$ cat src/rtl/pbus_cfetch.sv
// P-bus / C-ROM fetch initiator: drives the multiplexed tile address, pulses PCK1B,
// waits out the ROM latency and queues the 32-bit CR word in a 2-entry buffer.
module pbus_cfetch #(
  parameter int unsigned SETUP_CYC = 2,
  parameter int unsigned STB_CYC   = 2,
  parameter int unsigned LAT_CYC   = 4
) (
  input  logic        CLK_12M,
  input  logic        nRESET,
  input  logic        REQ_VALID,
  output logic        REQ_READY,
  input  logic [18:0] REQ_CA,
  input  logic [3:0]  REQ_LN,
  output logic [23:0] PBUS,
  output logic        PCK1B,
  input  logic [31:0] CR,
  output logic        DAT_VALID,
  input  logic        DAT_READY,
  output logic [31:0] DAT,
  output logic        BUSY
);

  localparam logic [3:0] C_SETUP = 4'(SETUP_CYC - 1);
  localparam logic [3:0] C_STB   = 4'(STB_CYC - 1);
  localparam logic [3:0] C_LAT   = 4'(LAT_CYC - 1);

  typedef enum logic [1:0] {IDLE, SETUP, STB, WAIT} state_t;

  state_t      r_state;
  logic [3:0]  r_cnt;
  logic [23:0] r_pbus;
  logic        r_pck1b;
  logic [31:0] r_mem [2];
  logic        r_wr_ptr;
  logic        r_rd_ptr;
  logic [1:0]  r_count;

  logic        w_accept;
  logic        w_push;
  logic        w_pop;

  // Ready depends only on state and buffer occupancy, so a slot is always free for the fetch
  assign REQ_READY = (r_state == IDLE) && (r_count < 2'd2);
  assign w_accept  = REQ_VALID && REQ_READY;
  assign w_push    = (r_state == WAIT) && (r_cnt == 4'd0);
  assign w_pop     = DAT_VALID && DAT_READY;

  assign PBUS      = r_pbus;
  assign PCK1B     = r_pck1b;
  assign BUSY      = (r_state != IDLE);
  assign DAT_VALID = (r_count != 2'd0);
  assign DAT       = r_mem[r_rd_ptr];

  always_ff @(posedge CLK_12M or negedge nRESET) begin
    if (!nRESET) begin
      r_state <= IDLE;
      r_cnt   <= 4'd0;
      r_pbus  <= 24'd0;
      r_pck1b <= 1'b0;
    end else begin
      case (r_state)
        IDLE: begin
          if (w_accept) begin
            // Bus layout: [23]=0, [22:20]=CA[23:21], [19:16]=line, [15:0]=CA[20:5]
            r_pbus  <= {1'b0, REQ_CA[18:16], REQ_LN, REQ_CA[15:0]};
            r_cnt   <= C_SETUP;
            r_state <= SETUP;
          end
        end
        SETUP: begin
          if (r_cnt == 4'd0) begin
            r_pck1b <= 1'b1;
            r_cnt   <= C_STB;
            r_state <= STB;
          end else begin
            r_cnt <= r_cnt - 4'd1;
          end
        end
        STB: begin
          if (r_cnt == 4'd0) begin
            r_pck1b <= 1'b0;
            r_cnt   <= C_LAT;
            r_state <= WAIT;
          end else begin
            r_cnt <= r_cnt - 4'd1;
          end
        end
        WAIT: begin
          if (r_cnt == 4'd0) begin
            r_state <= IDLE;
          end else begin
            r_cnt <= r_cnt - 4'd1;
          end
        end
        default: begin
          r_state <= IDLE;
          r_pck1b <= 1'b0;
        end
      endcase
    end
  end

  always_ff @(posedge CLK_12M or negedge nRESET) begin
    if (!nRESET) begin
      r_wr_ptr <= 1'b0;
      r_rd_ptr <= 1'b0;
      r_count  <= 2'd0;
    end else begin
      if (w_push) r_wr_ptr <= ~r_wr_ptr;
      if (w_pop)  r_rd_ptr <= ~r_rd_ptr;
      case ({w_push, w_pop})
        2'b10:   r_count <= r_count + 2'd1;
        2'b01:   r_count <= r_count - 2'd1;
        default: r_count <= r_count;
      endcase
    end
  end

  // Storage needs no reset: the pointers and count decide what is visible
  always_ff @(posedge CLK_12M) begin
    if (w_push) r_mem[r_wr_ptr] <= CR;
  end

endmodule
$ cat config.mk
export PLATFORM = sky130hd
export DESIGN_NAME = pbus_cfetch
export DESIGN_NICKNAME = d
export VERILOG_FILES = /design/src/rtl/pbus_cfetch.sv
export SDC_FILE = /design/constraint.sdc
export NUM_CORES = 1
export LEC_CHECK = 0
export CAP_MARGIN = 5
export CELL_PAD_IN_SITES_DETAIL_PLACEMENT = 1
export CELL_PAD_IN_SITES_GLOBAL_PLACEMENT = 2
export CORE_MARGIN = 2
export CORE_UTILIZATION = 39
export CTS_CLUSTER_SIZE = 30
export DETAILED_ROUTE_END_ITERATION = 10
export DONT_BUFFER_PORTS = 1
export PLACE_DENSITY = 0.85
export SLEW_MARGIN = 25
export SYNTH_ARGS = -nofsm -noshare
export SYNTH_HDL_FRONTEND = slang
export SYNTH_SLANG_ARGS = --single-unit
export TNS_END_PERCENT = 100
$ cat constraint.sdc
create_clock -name CLK_12M -period 2.67 [get_ports CLK_12M]
set_input_delay 0.534 -clock CLK_12M [delete_from_list [all_inputs] [get_ports CLK_12M]]
set_output_delay 0.534 -clock CLK_12M [all_outputs]
set_load 0.005 [all_outputs]
==> flow_metrics.py <==
metrics = {
    "status": {
        "outcome": "finished clean",
    },
    "global_routing": {
        "grt_pass1_wl_um": 10820,
        "grt_max_degree": 35,
        "grt.total_usage_pct": 12.98,
        "grtUsageMet3_pct": 5.677,
        "grt_pass1_vias": 1958,
        "met2_usage_pct": 21.24,
        "met1_usage_pct": 14.60,
        "overflow": 0,
        "antenna_found_initial": 0,
        "grt.busiest_layer": "met2",
    },
    "critical_path": {
        "arrival_ps": 1570,
        "crit_path_end_kind": "primary output",
        "r2r_slack_ps": 660,
        "crit_buf_inv": 1,
        "r2r-start": "r_cnt[0]",
        "required_ps": 2140,
        "crit_path_end": "DAT[25]",
        "crit_fanout": 32,
        "crit_chain": "buf_4 > mux2_2",
        "r2r-end": "r_mem[1][1]",
        "r2r_cells": 6,
        "critPathLaunch": "r_rd_ptr",
        "cpPeakStageDelay_ps": 430,
        "critPathSlowestCell": "mux2_2",
        "critical_path.top_delay_family": "multiplexers",
        "cp.depth": 2,
        "critPathLaunchType": "flop",
        "worstSetupPathType": "reg -> out",
    },
    "clock_tree": {
        "cts_made_buffers": 9,
        "clock_sinks": 98,
        "cts_tree": "done",
        "htree_levels": 3,
        "cts-root-buf": "clkbuf_8",
        "cts_setup_buffers": 0,
        "clock_latency_ps": 360,
        "cts_buffer_depth": 2,
        "clkSlewWorstSetupHoldPaths_ps": 90,
    },
    "pwr": {
        "powerDensity_nw_per_um2": 1059,
        "p_leak_nw": 1.640,
        "vdd_drop_max_uv": 427.1,
    },
    "floorplan": {
        "die_w_um": 104.8,
        "die-area_sq_um": 10990,
        "start_util_pct": 40.37,
        "fp.dieH_um": 104.8,
        "coreArea_sq_um": 9819,
        "ioPinCount": 119,
        "core.rowCount": 36,
    },
    "sta": {
        "fin_crit_sh_pct": 78.78,
        "min_period_ps": 2103,
        "hold_viol": 0,
        "drv_slew": 0,
        "tns_ps": 0,
        "fin_skew_ps": 9.827,
        "finalSetupViolCount": 0,
        "fmax_mhz": 475.4,
        "rsz0062_at_grt": "false",
    },
    "logic_synthesis": {
        "netlist_area_sq_um": 3964,
        "syn_inst": 214,
        "ys_seq_area_share_pct": 69.95,
        "postSynthAreaPerCell_sq_um": 18.52,
        "ys_top_cells_by_area": "edfxtp_1 48%, dfrtp_1 21%, mux2_2 9.1%, mux2_4 7.6%, ha_1 2.5%",
        "synth.distinct_cells": 38,
        "synth_nets": 281,
        "synth.largest_area_cell": "edfxtp_1",
        "synth-seq-cells": 98,
        "synth_top_area_share_pct": 48.48,
        "yosysWarnings": 0,
    },
    "final_layout": {
        "area_growth_pct": 9.280,
        "stdcell_count": 362,
        "fin_nets": 291,
        "insertedDiodeCount": 0,
        "drive_gt1_share_pct": 34.50,
        "layout_common_cells": "64 x edfxtp_1, 34 x dfrtp_1, 32 x mux2_2",
        "final_area_sq_um": 4332,
        "mostFrequentLayoutCell": "edfxtp_1",
    },
    "placed_design": {
        "portBuffers": 0,
        "dpl.hpwl_um": 4803,
        "dpl_cell_area_sq_um": 4131,
        "gp_congestion": 0.7240,
        "dp.cells": 344,
    },
    "detailed_routing": {
        "antenna_left": 0,
        "vias": 1831,
        "drt-wirelength-per-cell_um": 19.43,
        "drtIter0Drc": 61,
        "drc": 0,
        "via_per_inst": 5.058,
        "firstDrtPassIters": 4,
        "drt_wl_total_um": 7032,
    },
    "hold_path": {
        "min_path_type": "in -> reg",
    },
    "flow_run": {
        "drv_cap": 0,
    },
}
==> synthesized netlist by cell type (all sizes together) <==
master,n
and3,1
o311ai,1
inv,6
o32ai,2
mux2,56
or2,1
nor3,2
xor2,2
a2111oi,1
clkbuf,1
nand2b,1
a22oi,1
nor2b,2
a2bb2oi,1
a32o,1
nor3b,1
o21bai,2
nand2,2
buf,6
a21oi,3
edfxtp,64
nor2,3
conb,1
dfrtp,34
and2b,1
mux2i,1
ha,8
xnor2,3
a22o,3
nand4bb,1
and2,1
nor4,1
==> worst min-delay path by stage <==
stage                     startpoint  cells past startpoint  slack (ps)            to
after global placement        nRESET                      0         240      PBUS[10]
after CTS                     CR[31]                      0         240  r_mem[0][31]
after detailed placement      nRESET                      0         240      PBUS[10]
final                         CR[17]                      0         260  r_mem[0][17]
after global routing          CR[17]                      0         240  r_mem[1][17]
after floorplan               nRESET                      0         240       PBUS[0]
==> final cells by class <==
cell class                      instances  area, sq um
Clock buffer                           11        141.4
Sequential cell                        98         2773
Timing Repair Buffer                    6        72.57
Fill cell                             973         5488
Multi-Input combinational cell        103         1127
Inverter                                6        22.52
Clock inverter                          5        28.78
Tap cell                              133        166.4
==> flip-flops by register name, summed over array words and instances (netlist names) <==
| signal | flops |
|---|---|
| r_mem | 64 |
| r_count | 2 |
| r_rd_ptr | 1 |
| PBUS | 23 |
| PCK1B | 1 |
| r_wr_ptr | 1 |
| r_cnt | 4 |
| r_state | 2 |
==> per-layer routing <==
metal  vias to the layer above  wire (um)
met4                         0        111
met3                        11        695
met1                       914       2709
met5                         -          0
met2                        88       3515
li1                        818          -
==> power breakdown <==
part	total (mW)	switching, mW	internal, mW
sequential	2.26	0.253	2.00
combinational	1.49	0.699	0.795
clock	0.836	0.475	0.360
total	4.59	1.43	3.16
==> repair_timing <==
action | CTS | global route
setup endpoints to repair | 0 | 0
endpoints found under the hold margin | 34 | 0
resized for setup | 0 | 0
hold buffers | 2 | 0
==> logic make-up after synthesis <==
| family | count (synthesis) | synth area share (%) |
|---|---|---|
| adder cells (fa/ha/maj) | 8 | 2.525 |
| AO/OA/AOI/OAI | 15 | 3.283 |
| flip-flops | 98 | 69.95 |
| other | 1 | 0.09461 |
| AND/OR/NAND/NOR | 17 | 3.189 |
| XOR/XNOR | 5 | 1.105 |
| buffers and inverters | 13 | 1.799 |
| multiplexers | 57 | 18.06 |
==> stage by stage <==
step	hold WS [ps]	util, %	total power [mW]	setup WS [ps]
3_3_place_gp	239.3	42.07	3.734	745.4
5_1_grt	235.7	44.11	4.862	470.7
2_1_floorplan	238.4	-	3.459	281.8
3_5_place_dp	239.2	42.07	3.787	670.0
4_1_cts	238.7	44.11	4.661	512.9
6_report	264.0	44.11	4.587	566.5
(Power assumes the default switching activity.)
